===== config.mk =====
export PLATFORM = sky130hd
export DESIGN_NAME = muldiv_unit
export DESIGN_NICKNAME = d
export VERILOG_FILES = /design/src/rtl/muldiv_unit.sv
export SDC_FILE = /design/constraint.sdc
export NUM_CORES = 1
export LEC_CHECK = 0
export ABC_AREA = 0
export CORE_UTILIZATION = 45
export DETAILED_ROUTE_END_ITERATION = 7
export PLACE_DENSITY = 0.73
export SLEW_MARGIN = 40
export SYNTH_ARGS = -nofsm -noshare
export SYNTH_HDL_FRONTEND = slang
export SYNTH_SLANG_ARGS = --single-unit

===== constraint.sdc =====
create_clock -name clk -period 8.9 [get_ports clk]
set_input_delay 2.67 -clock clk [delete_from_list [all_inputs] [get_ports clk]]
set_output_delay 2.67 -clock clk [all_outputs]
set_load 0.02 [all_outputs]

===== src/rtl/muldiv_unit.sv =====
// muldiv_unit: iterative HI/LO multiply/divide engine; mul/div commit WIDTH+1 edges after accept, others one edge later.
// start is sampled only while not busy (ignored otherwise); divider built only when MULDIV_DIV_EN is defined.
module muldiv_unit #(
  parameter int WIDTH = 32
) (
  input  logic             clk,
  input  logic             reset,
  input  logic             start,
  input  logic [2:0]       op,
  input  logic [WIDTH-1:0] a,
  input  logic [WIDTH-1:0] b,
  output logic             busy,
  output logic             done,
  output logic             divzero,
  output logic [WIDTH-1:0] hi,
  output logic [WIDTH-1:0] lo
);
  localparam int CW = $clog2(WIDTH) + 1;

  typedef enum logic [1:0] {
    S_IDLE   = 2'd0,
    S_RUN    = 2'd1,
    S_FINISH = 2'd2
  } state_t;

  state_t               state_q, state_d;
  logic [2*WIDTH-1:0]   p_q, p_d;
  logic [WIDTH-1:0]     opnd_q, opnd_d;
  logic [CW-1:0]        cnt_q, cnt_d;
  logic                 neg_q, neg_d;
  logic                 commit_q, commit_d;
  logic                 dz_q, dz_d;
  logic                 busy_q, busy_d;
  logic                 done_q, done_d;
  logic                 divzero_q, divzero_d;
  logic [WIDTH-1:0]     hi_q, hi_d;
  logic [WIDTH-1:0]     lo_q, lo_d;

  logic                 a_neg, b_neg;
  logic [WIDTH-1:0]     a_mag, b_mag;
  logic [WIDTH:0]       mul_sum;
  logic [2*WIDTH-1:0]   mul_step;
  logic [2*WIDTH-1:0]   prod_fix;

  // Signed ops are the odd codes (MULT/DIV); only magnitudes enter the iteration.
  assign a_neg = op[0] & a[WIDTH-1];
  assign b_neg = op[0] & b[WIDTH-1];
  assign a_mag = a_neg ? -a : a;
  assign b_mag = b_neg ? -b : b;

  // p_q = {partial product, remaining multiplier bits}; add then shift right.
  assign mul_sum  = {1'b0, p_q[2*WIDTH-1:WIDTH]} + (p_q[0] ? {1'b0, opnd_q} : {(WIDTH+1){1'b0}});
  assign mul_step = {mul_sum, p_q[WIDTH-1:1]};
  assign prod_fix = neg_q ? -p_q : p_q;

`ifdef MULDIV_DIV_EN
  logic                 is_div_q, is_div_d;
  logic                 rneg_q, rneg_d;
  logic [WIDTH:0]       div_r;
  logic [WIDTH:0]       div_diff;
  logic [2*WIDTH-1:0]   div_step;
  logic [WIDTH-1:0]     quot_fix, rem_fix;

  // p_q = {remainder, dividend bits not yet consumed / quotient bits}; shift left, trial subtract.
  assign div_r    = p_q[2*WIDTH-1:WIDTH-1];
  assign div_diff = div_r - {1'b0, opnd_q};
  assign div_step = div_diff[WIDTH] ? {div_r[WIDTH-1:0], p_q[WIDTH-2:0], 1'b0}
                                    : {div_diff[WIDTH-1:0], p_q[WIDTH-2:0], 1'b1};
  assign quot_fix = neg_q  ? -p_q[WIDTH-1:0] : p_q[WIDTH-1:0];
  assign rem_fix  = rneg_q ? -p_q[2*WIDTH-1:WIDTH] : p_q[2*WIDTH-1:WIDTH];
`endif

  always_comb begin
    state_d   = state_q;
    p_d       = p_q;
    opnd_d    = opnd_q;
    cnt_d     = cnt_q;
    neg_d     = neg_q;
    commit_d  = commit_q;
    dz_d      = dz_q;
    busy_d    = busy_q;
    done_d    = 1'b0;
    divzero_d = 1'b0;
    hi_d      = hi_q;
    lo_d      = lo_q;
`ifdef MULDIV_DIV_EN
    is_div_d  = is_div_q;
    rneg_d    = rneg_q;
`endif
    case (state_q)
      S_IDLE: begin
        if (start) begin
          state_d  = S_FINISH;
          commit_d = 1'b0;
          dz_d     = 1'b0;
          neg_d    = a_neg ^ b_neg;
          cnt_d    = CW'(WIDTH);
          case (op)
            3'b000, 3'b001: begin
              state_d  = S_RUN;
              busy_d   = 1'b1;
              commit_d = 1'b1;
              p_d      = {{WIDTH{1'b0}}, b_mag};
              opnd_d   = a_mag;
`ifdef MULDIV_DIV_EN
              is_div_d = 1'b0;
`endif
            end
`ifdef MULDIV_DIV_EN
            3'b010, 3'b011: begin
              if (b == '0) begin
                dz_d = 1'b1;
              end else begin
                state_d  = S_RUN;
                busy_d   = 1'b1;
                commit_d = 1'b1;
                p_d      = {{WIDTH{1'b0}}, a_mag};
                opnd_d   = b_mag;
                is_div_d = 1'b1;
                rneg_d   = a_neg;
              end
            end
`endif
            3'b100:  hi_d = a;
            3'b101:  lo_d = a;
            default: ;
          endcase
        end
      end
      S_RUN: begin
        cnt_d = cnt_q - CW'(1);
`ifdef MULDIV_DIV_EN
        p_d = is_div_q ? div_step : mul_step;
`else
        p_d = mul_step;
`endif
        if (cnt_q == CW'(1)) begin
          state_d = S_FINISH;
        end
      end
      S_FINISH: begin
        state_d   = S_IDLE;
        busy_d    = 1'b0;
        done_d    = 1'b1;
        divzero_d = dz_q;
        if (commit_q) begin
`ifdef MULDIV_DIV_EN
          if (is_div_q) begin
            hi_d = rem_fix;
            lo_d = quot_fix;
          end else begin
            hi_d = prod_fix[2*WIDTH-1:WIDTH];
            lo_d = prod_fix[WIDTH-1:0];
          end
`else
          hi_d = prod_fix[2*WIDTH-1:WIDTH];
          lo_d = prod_fix[WIDTH-1:0];
`endif
        end
      end
      default: state_d = S_IDLE;
    endcase
  end

  always_ff @(posedge clk or posedge reset) begin
    if (reset) begin
      state_q   <= S_IDLE;
      p_q       <= '0;
      opnd_q    <= '0;
      cnt_q     <= '0;
      neg_q     <= 1'b0;
      commit_q  <= 1'b0;
      dz_q      <= 1'b0;
      busy_q    <= 1'b0;
      done_q    <= 1'b0;
      divzero_q <= 1'b0;
      hi_q      <= '0;
      lo_q      <= '0;
`ifdef MULDIV_DIV_EN
      is_div_q  <= 1'b0;
      rneg_q    <= 1'b0;
`endif
    end else begin
      state_q   <= state_d;
      p_q       <= p_d;
      opnd_q    <= opnd_d;
      cnt_q     <= cnt_d;
      neg_q     <= neg_d;
      commit_q  <= commit_d;
      dz_q      <= dz_d;
      busy_q    <= busy_d;
      done_q    <= done_d;
      divzero_q <= divzero_d;
      hi_q      <= hi_d;
      lo_q      <= lo_d;
`ifdef MULDIV_DIV_EN
      is_div_q  <= is_div_d;
      rneg_q    <= rneg_d;
`endif
    end
  end

  assign busy    = busy_q;
  assign done    = done_q;
  assign divzero = divzero_q;
  assign hi      = hi_q;
  assign lo      = lo_q;

endmodule


==> metrics.yaml, run 1 <==
timing:
  totalNegativeSetupSlack_ns: 0
  worst_slew_margin_rel: 0.4434
  finalHoldViolCount: 0
  final_max_slew_viol_count: 0
  clock-skew-final_ns: 0.01407
  maxClockFrequency_mhz: 189.2
  final_period_minus_worst_setup_slack_ns: 5.284
  final_min_period_over_clock_period: 0.5937
  finalSetupViolations: 0
  worst_slew_pin_slew_ns: 0.8349
  rsz0062_at_grt: "no"
logic_synthesis:
  postSynth.asyncResetShare: 1.000
  postSynthRegisterBits: 172
  postSynthAreaPerCell_um2: 8.261
  synth.mux.area_fraction: 0.008385
  synth.yosys.seq_area_share: 0.3605
  yosysWarnings: 0
  synth_most_common_cell: "sky130_fd_sc_hd__nand2_1"
  synth_cell_types: 70
  netlist.area_leader.share: 0.3605
  synth_simple_gate_area_share: 0.2098
  synth_xor_area_frac: 0.09905
  yosys.area.top_type: "sky130_fd_sc_hd__dfrtp_1"
  main_combinational_cell_family_by_area_after_synthesis: "compound AO/OA/AOI/OAI gates"
  synthesis.nets: 1553
  synth-compound-area-share: 0.2450
  synthAdderAreaFrac: 0.04046
  post_synth_main_area_contributors: "sky130_fd_sc_hd__dfrtp_1 36%, sky130_fd_sc_hd__o21ai_0 5.9%, sky130_fd_sc_hd__nand2_1 5.5%"
  yosys_most_used_dff: "sky130_fd_sc_hd__dfrtp_1"
  synthesis.area_um2: 11940
  syn_inst: 1445
  number_of_synthesized_flops_with_an_enable_pin: 0
  ys_top_cells_by_count: "176 x sky130_fd_sc_hd__nand2_1, 172 x sky130_fd_sc_hd__dfrtp_1, 140 x sky130_fd_sc_hd__o21ai_0"
floorplan:
  dieWidth_um: 164.9
  fp-row-count: 59
  initial_utilization: 0.4581
  placeableCoreArea_um2: 26060
  dieArea_um2: 27180
  top_level_ports: 137
  die-height_um: 164.9
clocking:
  clkTransAtPathRegs_ns: 0.07
  tritoncts: "built"
  cts_hold_buffers: 0
  cts.htree.levels: 4
  ctsResizeCount: 0
  cts_post_setup_buffers_inserted: 0
  clk_latency_ns: 0.45
  cts-root-buf: "sky130_fd_sc_hd__clkbuf_16"
  clock-sinks: 172
  clk_path_buf_depth: 2
  cts_buffers: 17
pwr:
  worst_ir_drop_vdd_uv: 175.5
  p_leak_nw: 5.612
  pwr_density_cell_nw_per_um2: 362.2
drt:
  drt_wl_total_um: 40080
  detail_route.drc_violations: 0
  detail-route-antenna-nets: 0
  drt_iter0_markers: 1628
  wl_per_cell_um: 21.47
  route.vias.total: 11740
  route.detailed.vias_per_inst: 6.290
  1st_pass_router_iterations: 6
cells_and_area:
  area_delta_synth_final_pct: 18.03
  fin_area_um2: 14090
  antenna_cells_inserted: 0
  instances_no_fill: 1867
  fin_util: 0.5407
  design.final.nets: 1627
  drive_gt1_frac: 0.04504
global_routing:
  combined_global_route_utilization_of_all_metal_layers: 0.2962
  via_count_of_the_first_global_routing_pass: 10860
  grt-ovfl-total: 0
  grt_first_pass_wirelength_um: 61170
  grt_antenna_before_repair: 0
  maximum_number_of_pins_on_one_net_before_global_route_repair: 92
placement:
  place.gp.congestion: 0.9676
  detailed_place_hpwl_um: 29940
  dp.cells: 1834
  buffer_ports.inserted: 135
  placed_cell_area_um2: 13470
run:
  max_cap_violations: 0
outcome:
  run_status: "finished clean"
worst_setup_path:
  start_kind: "primary input"
  cp_max_fo: 5
  worstSetupEndpointType: "flip-flop"
  path_class: "in2reg"
  data_arrival_time_of_the_critical_path_ns: 5.58
  critPathRequiredTime_ns: 9.20
worst_hold_path:
  timing.hold.worst.class: "reg2reg"
layout make-up:
type                    count  area (um^2)
fillers                  2406        11970
multi-input cells        1161         7246
flip-flops and latches    172         4308
well taps                 335        419.2
inverters                  22        90.09
clock buffers              18        439.2
clock inverters            14        150.1
repair buffers            145         1438
power breakdown:
| group | internal [W] | switching (W) |
|---|---|---|
| logic | 0.00110 | 0.00159 |
| clock network | 0.000382 | 0.000374 |
| registers | 0.00113 | 0.000518 |
kinds of logic after synthesis:
family	Yosys count
simple gates	515
compound gates	462
flops	172
xor+xnor	135
buf+inv	112
fa+ha+maj	38
mux	10
other cells	1
through the flow:
stage	total power, W	setup slack, ns	hold WS (ns)
after global routing	0.005415	3.535	0.5037
after CTS	0.005028	3.727	0.4790
after global placement	0.004216	3.374	0.4588
after floorplan	0.003283	1.570	0.4304
after detailed placement	0.004266	3.276	0.4632
final	0.005103	3.616	0.4769
state kept, by name, indices dropped and copies added, names as in the netlist:
signal	count
busy	1
cnt_q	6
commit_q	1
done	1
hi	32
lo	32
neg_q	1
opnd_q	32
p_q	64
state_q	2
critical path, stage by stage:
cell and delay [ns]:
sky130_fd_sc_hd__clkdlybuf4s50_1 0.53, sky130_fd_sc_hd__nor4_1 0.60, sky130_fd_sc_hd__nand4b_1 0.28, sky130_fd_sc_hd__nor3b_1 0.72, sky130_fd_sc_hd__nand2_1 0.22, sky130_fd_sc_hd__o31ai_1 0.29, sky130_fd_sc_hd__xor2_1 0.18, sky130_fd_sc_hd__o21ai_0 0.09
routing by layer:
layer	share of wire	global-route usage	vias to the layer above
li1	-	-	5410
met5	0	0	-
met1	0.42	0.4099	5565
met2	0.44	0.4544	668
met3	0.10	0.06027	100
met4	0.037	0.1109	0
final timing paths:
check                                        from                      to  slack (ns)  depth (start not counted)
min in group asynchronous                   reset     p_q[46]$_DFFE_PP0P_        2.73                          2
min                        opnd_q[22]$_DFFE_PP0P_  opnd_q[22]$_DFFE_PP0P_        0.48                          2
max reg2reg                state_q[0]$_DFFE_PP0P_      hi[25]$_DFFE_PP0P_        4.94                          7
max                                          a[8]  opnd_q[28]$_DFFE_PP0P_        3.62                          8
max in group asynchronous                   reset     p_q[22]$_DFFE_PP0P_        4.95                          3
min reg2reg                opnd_q[22]$_DFFE_PP0P_  opnd_q[22]$_DFFE_PP0P_        0.48                          2
placed cells by master, fill, tap and decap left out, types with 12 or more instances in the layout:
master / instances
sky130_fd_sc_hd__a21o_1: 13
sky130_fd_sc_hd__nor3_1: 26
sky130_fd_sc_hd__inv_1: 19
sky130_fd_sc_hd__dfrtp_1: 171
sky130_fd_sc_hd__nand2_1: 175
sky130_fd_sc_hd__a21oi_1: 101
sky130_fd_sc_hd__clkbuf_16: 17
sky130_fd_sc_hd__xor2_1: 61
sky130_fd_sc_hd__o22ai_1: 43
sky130_fd_sc_hd__nand4_1: 15
sky130_fd_sc_hd__xnor2_1: 74
sky130_fd_sc_hd__o21ai_0: 140
sky130_fd_sc_hd__clkdlybuf4s50_1: 135
sky130_fd_sc_hd__ha_1: 37
sky130_fd_sc_hd__nand2b_1: 13
sky130_fd_sc_hd__and2_1: 39
sky130_fd_sc_hd__nor4_1: 15
sky130_fd_sc_hd__a22oi_1: 12
sky130_fd_sc_hd__o31ai_1: 42
sky130_fd_sc_hd__or4_1: 21
sky130_fd_sc_hd__or3_1: 24
sky130_fd_sc_hd__nor2_1: 123
sky130_fd_sc_hd__nand3_1: 23
sky130_fd_sc_hd__o41ai_1: 19
No activity file was read; power rests on OpenSTA's default activity.
==> run 2: changes to the inputs <==
--- a/config.mk
+++ b/config.mk
@@ -8,7 +8,7 @@
 export ABC_AREA = 0
 export CORE_UTILIZATION = 45
 export DETAILED_ROUTE_END_ITERATION = 7
-export PLACE_DENSITY = 0.73
+export PLACE_DENSITY = 0.76
 export SLEW_MARGIN = 40
 export SYNTH_ARGS = -nofsm -noshare
 export SYNTH_HDL_FRONTEND = slang
==> constraint.sdc (replaced) <==
create_clock -name clk -period 4.8 [get_ports clk]
set_input_delay 1.44 -clock clk [delete_from_list [all_inputs] [get_ports clk]]
set_output_delay 1.44 -clock clk [all_outputs]
set_load 0.02 [all_outputs]
==> run 2 against run 1 <==
Effect of this change:
- clock power up 83%
- flip-flop and latch count unchanged
- utilization up 0.45 points
- count of clock-buffer cells in the layout up 3
- largest power group unchanged
==> metrics.yaml, run 2 (synthesis gave the netlist of run 1 again) <==
worst_setup_path:
  critical_path_depth: 8
  timing.critical_path.slowest_stage_cell: "sky130_fd_sc_hd__nor4_1"
  worstSetupEndpointType: "flip-flop"
  crit_family: "simple AND/OR/NAND/NOR gates"
  path_class: "in2reg"
  data_arrival_time_of_the_critical_path_ns: 4.19
  critical-path-max-stage-delay_ns: 0.71
  cp_max_fo: 5
  start_kind: "primary input"
  critPathRequiredTime_ns: 5.10
  crit_path_cell_trace: "clkdlybuf4s50_1 > nor4_1 > nand4b_1 > nor2_1 > nand2_1 > o41ai_1 > xor2_1 > o21ai_0"
  timing.critical_path.buf_inv: 1
  worst_r2r_path_depth: 11
floorplan:
  dieWidth_um: 164.9
  fp-row-count: 59
  placeableCoreArea_um2: 26060
  dieArea_um2: 27180
  die-height_um: 164.9
  initial_utilization: 0.4581
  top_level_ports: 137
global_routing:
  combined_global_route_utilization_of_all_metal_layers: 0.2950
  via_count_of_the_first_global_routing_pass: 11240
  grt_first_pass_wirelength_um: 61330
  grt-ovfl-total: 0
  grt_antenna_before_repair: 2
  maximum_number_of_pins_on_one_net_before_global_route_repair: 89
pwr:
  pwr_density_cell_nw_per_um2: 668.8
  p_leak_nw: 5.675
  worst_ir_drop_vdd_uv: 482.3
placement:
  detailed_place_hpwl_um: 30130
  buffer_ports.inserted: 135
  place.gp.congestion: 0.9636
  placed_cell_area_um2: 13630
  dp_worst_setup_slack_ns: 0.5631
timing:
  worst_slew_pin_slew_ns: 0.8232
  maxClockFrequency_mhz: 256.9
  final_min_period_over_clock_period: 0.8111
  finalSetupViolations: 0
  worst_slew_margin_rel: 0.4506
  hold_ws_ns: 0.4809
  rsz0062_at_grt: "no"
  final_max_slew_viol_count: 0
  final_period_minus_worst_setup_slack_ns: 3.893
  post-route-worst-setup-slack_ns: 0.9068
  totalNegativeSetupSlack_ns: 0
  finalHoldViolCount: 0
  clock-skew-final_ns: 0.009809
clocking:
  cts.htree.levels: 4
  cts-root-buf: "sky130_fd_sc_hd__clkbuf_16"
  cts_buffers: 17
  clk_latency_ns: 0.44
  clock-sinks: 172
  clkTransAtPathRegs_ns: 0.07
  ctsResizeCount: 0
  tritoncts: "built"
  cts_post_setup_buffers_inserted: 0
  clk_path_buf_depth: 2
  cts_hold_buffers: 0
outcome:
  run_status: "finished clean"
drt:
  wl_per_cell_um: 21.26
  route.vias.total: 12030
  detail-route-antenna-nets: 0
  detail_route.drc_violations: 0
  drt_wl_total_um: 40030
  1st_pass_router_iterations: 7
  drt_iter0_markers: 1552
  route.detailed.vias_per_inst: 6.387
cells_and_area:
  drive_gt1_frac: 0.05236
  layout_commonest_cell: "sky130_fd_sc_hd__nand2_1"
  registers.top_by_ff_count: "p_q"
  fin_area_um2: 14210
  area_delta_synth_final_pct: 19.00
  n_fill_cell: 2395
  design.final.nets: 1642
  largest_register_ffs: 64
  most_used_cells_in_the_layout_excluding_fill_and_tap_cells: "176 x sky130_fd_sc_hd__nand2_1, 172 x sky130_fd_sc_hd__dfrtp_1, 140 x sky130_fd_sc_hd__o21ai_0, 135 x sky130_fd_sc_hd__clkdlybuf4s50_1, 123 x sky130_fd_sc_hd__nor2_1"
run:
  max_cap_violations: 0
worst_hold_path:
  timing.hold.worst.class: "reg2reg"
  whs_path_depth: 2
[run 2: metrics by stage]
step,total power (W),util,instances
global route,0.01004,0.5452,1883
global placement,0.007839,0.5224,1850
detailed placement,0.007959,0.5229,1850
finish,0.009501,0.5452,1883
CTS,0.009361,0.5447,1882
floorplan,0.006088,-,1445
[run 2: metal layers]
metal / wire length, um / share of wire / global-route usage / vias to the layer above
met3: 4224 / 0.11 / 0.06228 / 99
met4: 1727 / 0.043 / 0.1343 / 2
li1: - / - / - / 5448
met5: 12 / 0.00030 / 0 / -
met1: 16690 / 0.42 / 0.4033 / 5745
met2: 17380 / 0.43 / 0.4456 / 733
[run 2: cell type report]
class	instances	area, um^2	area share
diodes	1	2.502	0.0001761
clock buffers	21	460.4	0.03241
clock inverters	11	106.4	0.007486
inverters	22	86.33	0.006077
multi-input cells	1161	7238	0.5095
flip-flops and latches	172	4304	0.3030
well taps	335	419.2	0.02951
repair buffers	160	1589	0.1119
[run 2: worst register-to-register path: stages, from the launching register on]
cell                        delay, ns
sky130_fd_sc_hd__dfrtp_1         0.50
sky130_fd_sc_hd__buf_4           0.34
sky130_fd_sc_hd__nand2_1         0.17
sky130_fd_sc_hd__fa_1            0.45
sky130_fd_sc_hd__nor2b_1         0.26
sky130_fd_sc_hd__o2111a_1        0.28
sky130_fd_sc_hd__o2111ai_1       0.20
sky130_fd_sc_hd__a21oi_1         0.35
sky130_fd_sc_hd__a41oi_1         0.19
sky130_fd_sc_hd__buf_4           0.19
sky130_fd_sc_hd__or4b_2          0.66
sky130_fd_sc_hd__nand3_1         0.10
[run 2: path summary, 6_finish.rpt]
check                              startpoint                     end  slack, ns
max                                      a[8]  opnd_q[29]$_DFFE_PP0P_       0.91
min                         lo[6]$_DFFE_PP0P_       lo[6]$_DFFE_PP0P_       0.48
max reg2reg                p_q[0]$_DFFE_PP0P_     p_q[61]$_DFFE_PP0P_       1.08
min reg2reg                 lo[6]$_DFFE_PP0P_       lo[6]$_DFFE_PP0P_       0.48
max in group asynchronous               reset     p_q[16]$_DFFE_PP0P_       2.56
min in group asynchronous               reset  opnd_q[13]$_DFFE_PP0P_       1.39
[run 2: report_power, final]
| group | internal (W) | switching, W | total, W |
|---|---|---|---|
| clock | 0.000750 | 0.000635 | 0.00138 |
| combinational | 0.00209 | 0.00302 | 0.00510 |
| sequential | 0.00210 | 0.000911 | 0.00301 |
| total | 0.00494 | 0.00456 | 0.00950 |
==> run 3: changes to the inputs <==
--- a/config.mk
+++ b/config.mk
@@ -8,7 +8,7 @@
 export ABC_AREA = 0
 export CORE_UTILIZATION = 45
 export DETAILED_ROUTE_END_ITERATION = 7
-export PLACE_DENSITY = 0.76
+export PLACE_DENSITY = 0.73
 export SLEW_MARGIN = 40
 export SYNTH_ARGS = -nofsm -noshare
 export SYNTH_HDL_FRONTEND = slang
==> constraint.sdc (replaced) <==
create_clock -name clk -period 3.8 [get_ports clk]
set_input_delay 1.14 -clock clk [delete_from_list [all_inputs] [get_ports clk]]
set_output_delay 1.14 -clock clk [all_outputs]
set_load 0.02 [all_outputs]
==> run 3 against run 2 <==
Effect of this change:
- design area increased by 2.3%
- combinational power up 28%
- sequential share of layout area fell by 0.67 points
- count of clock-buffer cells in the layout shrank 3
- sequential power is 26% higher
- critical path type unchanged
- largest cell class unchanged
- global-route usage increased by 1.5 points
- largest power group unchanged
==> metrics.yaml, run 3 (synthesis gave the netlist of run 1 again) <==
outcome:
  run_status: "finished clean"
cells_and_area:
  area_delta_synth_final_pct: 21.74
  fin_area_um2: 14530
  layout_commonest_cell: "sky130_fd_sc_hd__nand2_1"
  design.final.nets: 1685
  largest_register_ffs: 64
  antenna_cells_inserted: 0
  most_used_cells_in_the_layout_excluding_fill_and_tap_cells: "176 x sky130_fd_sc_hd__nand2_1, 171 x sky130_fd_sc_hd__dfrtp_1, 140 x sky130_fd_sc_hd__o21ai_0, 135 x sky130_fd_sc_hd__clkdlybuf4s50_1, 123 x sky130_fd_sc_hd__nor2_1"
  n_fill_cell: 2353
  registers.top_by_ff_count: "p_q"
  drive_gt1_frac: 0.07736
run:
  max_cap_violations: 0
drt:
  route.vias.total: 12180
  detail-route-antenna-nets: 0
  wl_per_cell_um: 21.51
  1st_pass_router_iterations: 8
  route.detailed.vias_per_inst: 6.328
  drt_iter0_markers: 1338
  detail_route.drc_violations: 0
  drt_wl_total_um: 41410
worst_setup_path:
  start_kind: "primary input"
  cp_max_fo: 4
  r2r-start: "p_q[0]$_DFFE_PP0P_"
  setup.reg_to_reg.worst_slack_ns: 0.43
  path_class: "in2reg"
  worst_r2r_path_depth: 10
  r2r_end: "p_q[61]$_DFFE_PP0P_"
  critPathRequiredTime_ns: 4.09
  data_arrival_time_of_the_critical_path_ns: 3.70
  worstSetupEndpointType: "flip-flop"
timing:
  clock-skew-final_ns: 0.009524
  final_min_period_over_clock_period: 0.8977
  final_max_slew_viol_count: 0
  totalNegativeSetupSlack_ns: 0
  worst_slew_margin_rel: 0.4801
  rsz0062_at_grt: "no"
  worst_slew_pin_slew_ns: 0.7780
  finalSetupViolations: 0
  maxClockFrequency_mhz: 293.1
  finalHoldViolCount: 0
  final_period_minus_worst_setup_slack_ns: 3.411
clocking:
  clkTransAtPathRegs_ns: 0.07
  cts-root-buf: "sky130_fd_sc_hd__clkbuf_16"
  tritoncts: "built"
  clock-sinks: 172
  clk_latency_ns: 0.44
  cts_buffers: 17
  clk_path_buf_depth: 2
  cts_post_setup_buffers_inserted: 0
  cts_hold_buffers: 0
  cts.htree.levels: 4
  ctsResizeCount: 0
floorplan:
  top_level_ports: 137
  die-height_um: 164.9
  dieArea_um2: 27180
  dieWidth_um: 164.9
  fp-row-count: 59
  initial_utilization: 0.4581
  placeableCoreArea_um2: 26060
pwr:
  total_power_w: 0.01210
  p_leak_nw: 5.894
  pwr_density_cell_nw_per_um2: 832.7
  worst_ir_drop_vdd_uv: 513.3
global_routing:
  combined_global_route_utilization_of_all_metal_layers: 0.3102
  maximum_number_of_pins_on_one_net_before_global_route_repair: 73
  grt_antenna_before_repair: 0
  via_count_of_the_first_global_routing_pass: 11590
  grt-ovfl-total: 0
  grt_first_pass_wirelength_um: 64190
placement:
  place.gp.congestion: 0.9741
  buffer_ports.inserted: 135
  placed_cell_area_um2: 13950
  detailed_place_hpwl_um: 31590
worst_hold_path:
  timing.hold.worst.class: "reg2reg"
  endpoint_of_the_worst_hold_timing_path: "opnd_q[11]$_DFFE_PP0P_"
  whs_path_depth: 2
  timing.hold.worst.start: "opnd_q[11]$_DFFE_PP0P_"
==> run 3: metal layers <==
metal  vias up  GRT usage  share of wire
met5         -          0              0
met4         0     0.1626          0.052
met3       129    0.04696          0.090
met2       725     0.4715           0.44
met1      5799     0.4253           0.42
li1       5529          -              -
==> run 3: layout make-up <==
type / count / area (um^2) / area share
Clock inverter: 14 / 157.7 / 0.01085
Clock buffer: 18 / 429.2 / 0.02953
Multi-Input combinational cell: 1161 / 7223 / 0.4970
Inverter: 22 / 86.33 / 0.005941
Timing Repair Buffer: 203 / 1912 / 0.1316
Tap cell: 335 / 419.2 / 0.02884
Sequential cell: 172 / 4305 / 0.2963
==> run 3: power by group <==
group / leakage [nW] / switching, W / internal [W] / total, W
clock: 0.284 / 0.000804 / 0.000983 / 0.00179
combinational: 3.50 / 0.00382 / 0.00270 / 0.00652
sequential: 2.11 / 0.00114 / 0.00265 / 0.00380
==> run 3: critical path: stages <==
cell                              delay [ns]
sky130_fd_sc_hd__clkdlybuf4s50_1        0.45
sky130_fd_sc_hd__or3_1                  0.44
sky130_fd_sc_hd__or4_1                  0.47
sky130_fd_sc_hd__nor2_1                 0.36
sky130_fd_sc_hd__nand2_1                0.21
sky130_fd_sc_hd__o41ai_1                0.36
sky130_fd_sc_hd__xor2_1                 0.17
sky130_fd_sc_hd__o21ai_0                0.10
==> run 3: worst max path at each step <==
stage	cells past startpoint	start	slack, ns	endpoint
finish	8	a[4]	0.39	opnd_q[29]$_DFFE_PP0P_
global route	11	p_q[0]$_DFFE_PP0P_	0.27	p_q[60]$_DFFE_PP0P_
CTS	8	a[4]	0.46	opnd_q[29]$_DFFE_PP0P_
detailed placement	8	b[5]	0.06	p_q[30]$_DFFE_PP0P_
global placement	8	b[5]	0.08	p_q[30]$_DFFE_PP0P_
floorplan	1	reset	0.46	busy$_DFFE_PP0P_
==> run 3: per-stage QoR <==
step                      hold slack (ns)  setup slack (ns)  cells  utilization
final                              0.4752            0.3886   1925       0.5577
after global routing               0.5042            0.2740   1925       0.5577
after CTS                          0.4855            0.4618   1925       0.5577
after detailed placement           0.4695           0.05684   1893       0.5352
after global placement             0.4569           0.07895   1893       0.5352
after floorplan                    0.4304            0.4633   1445            -
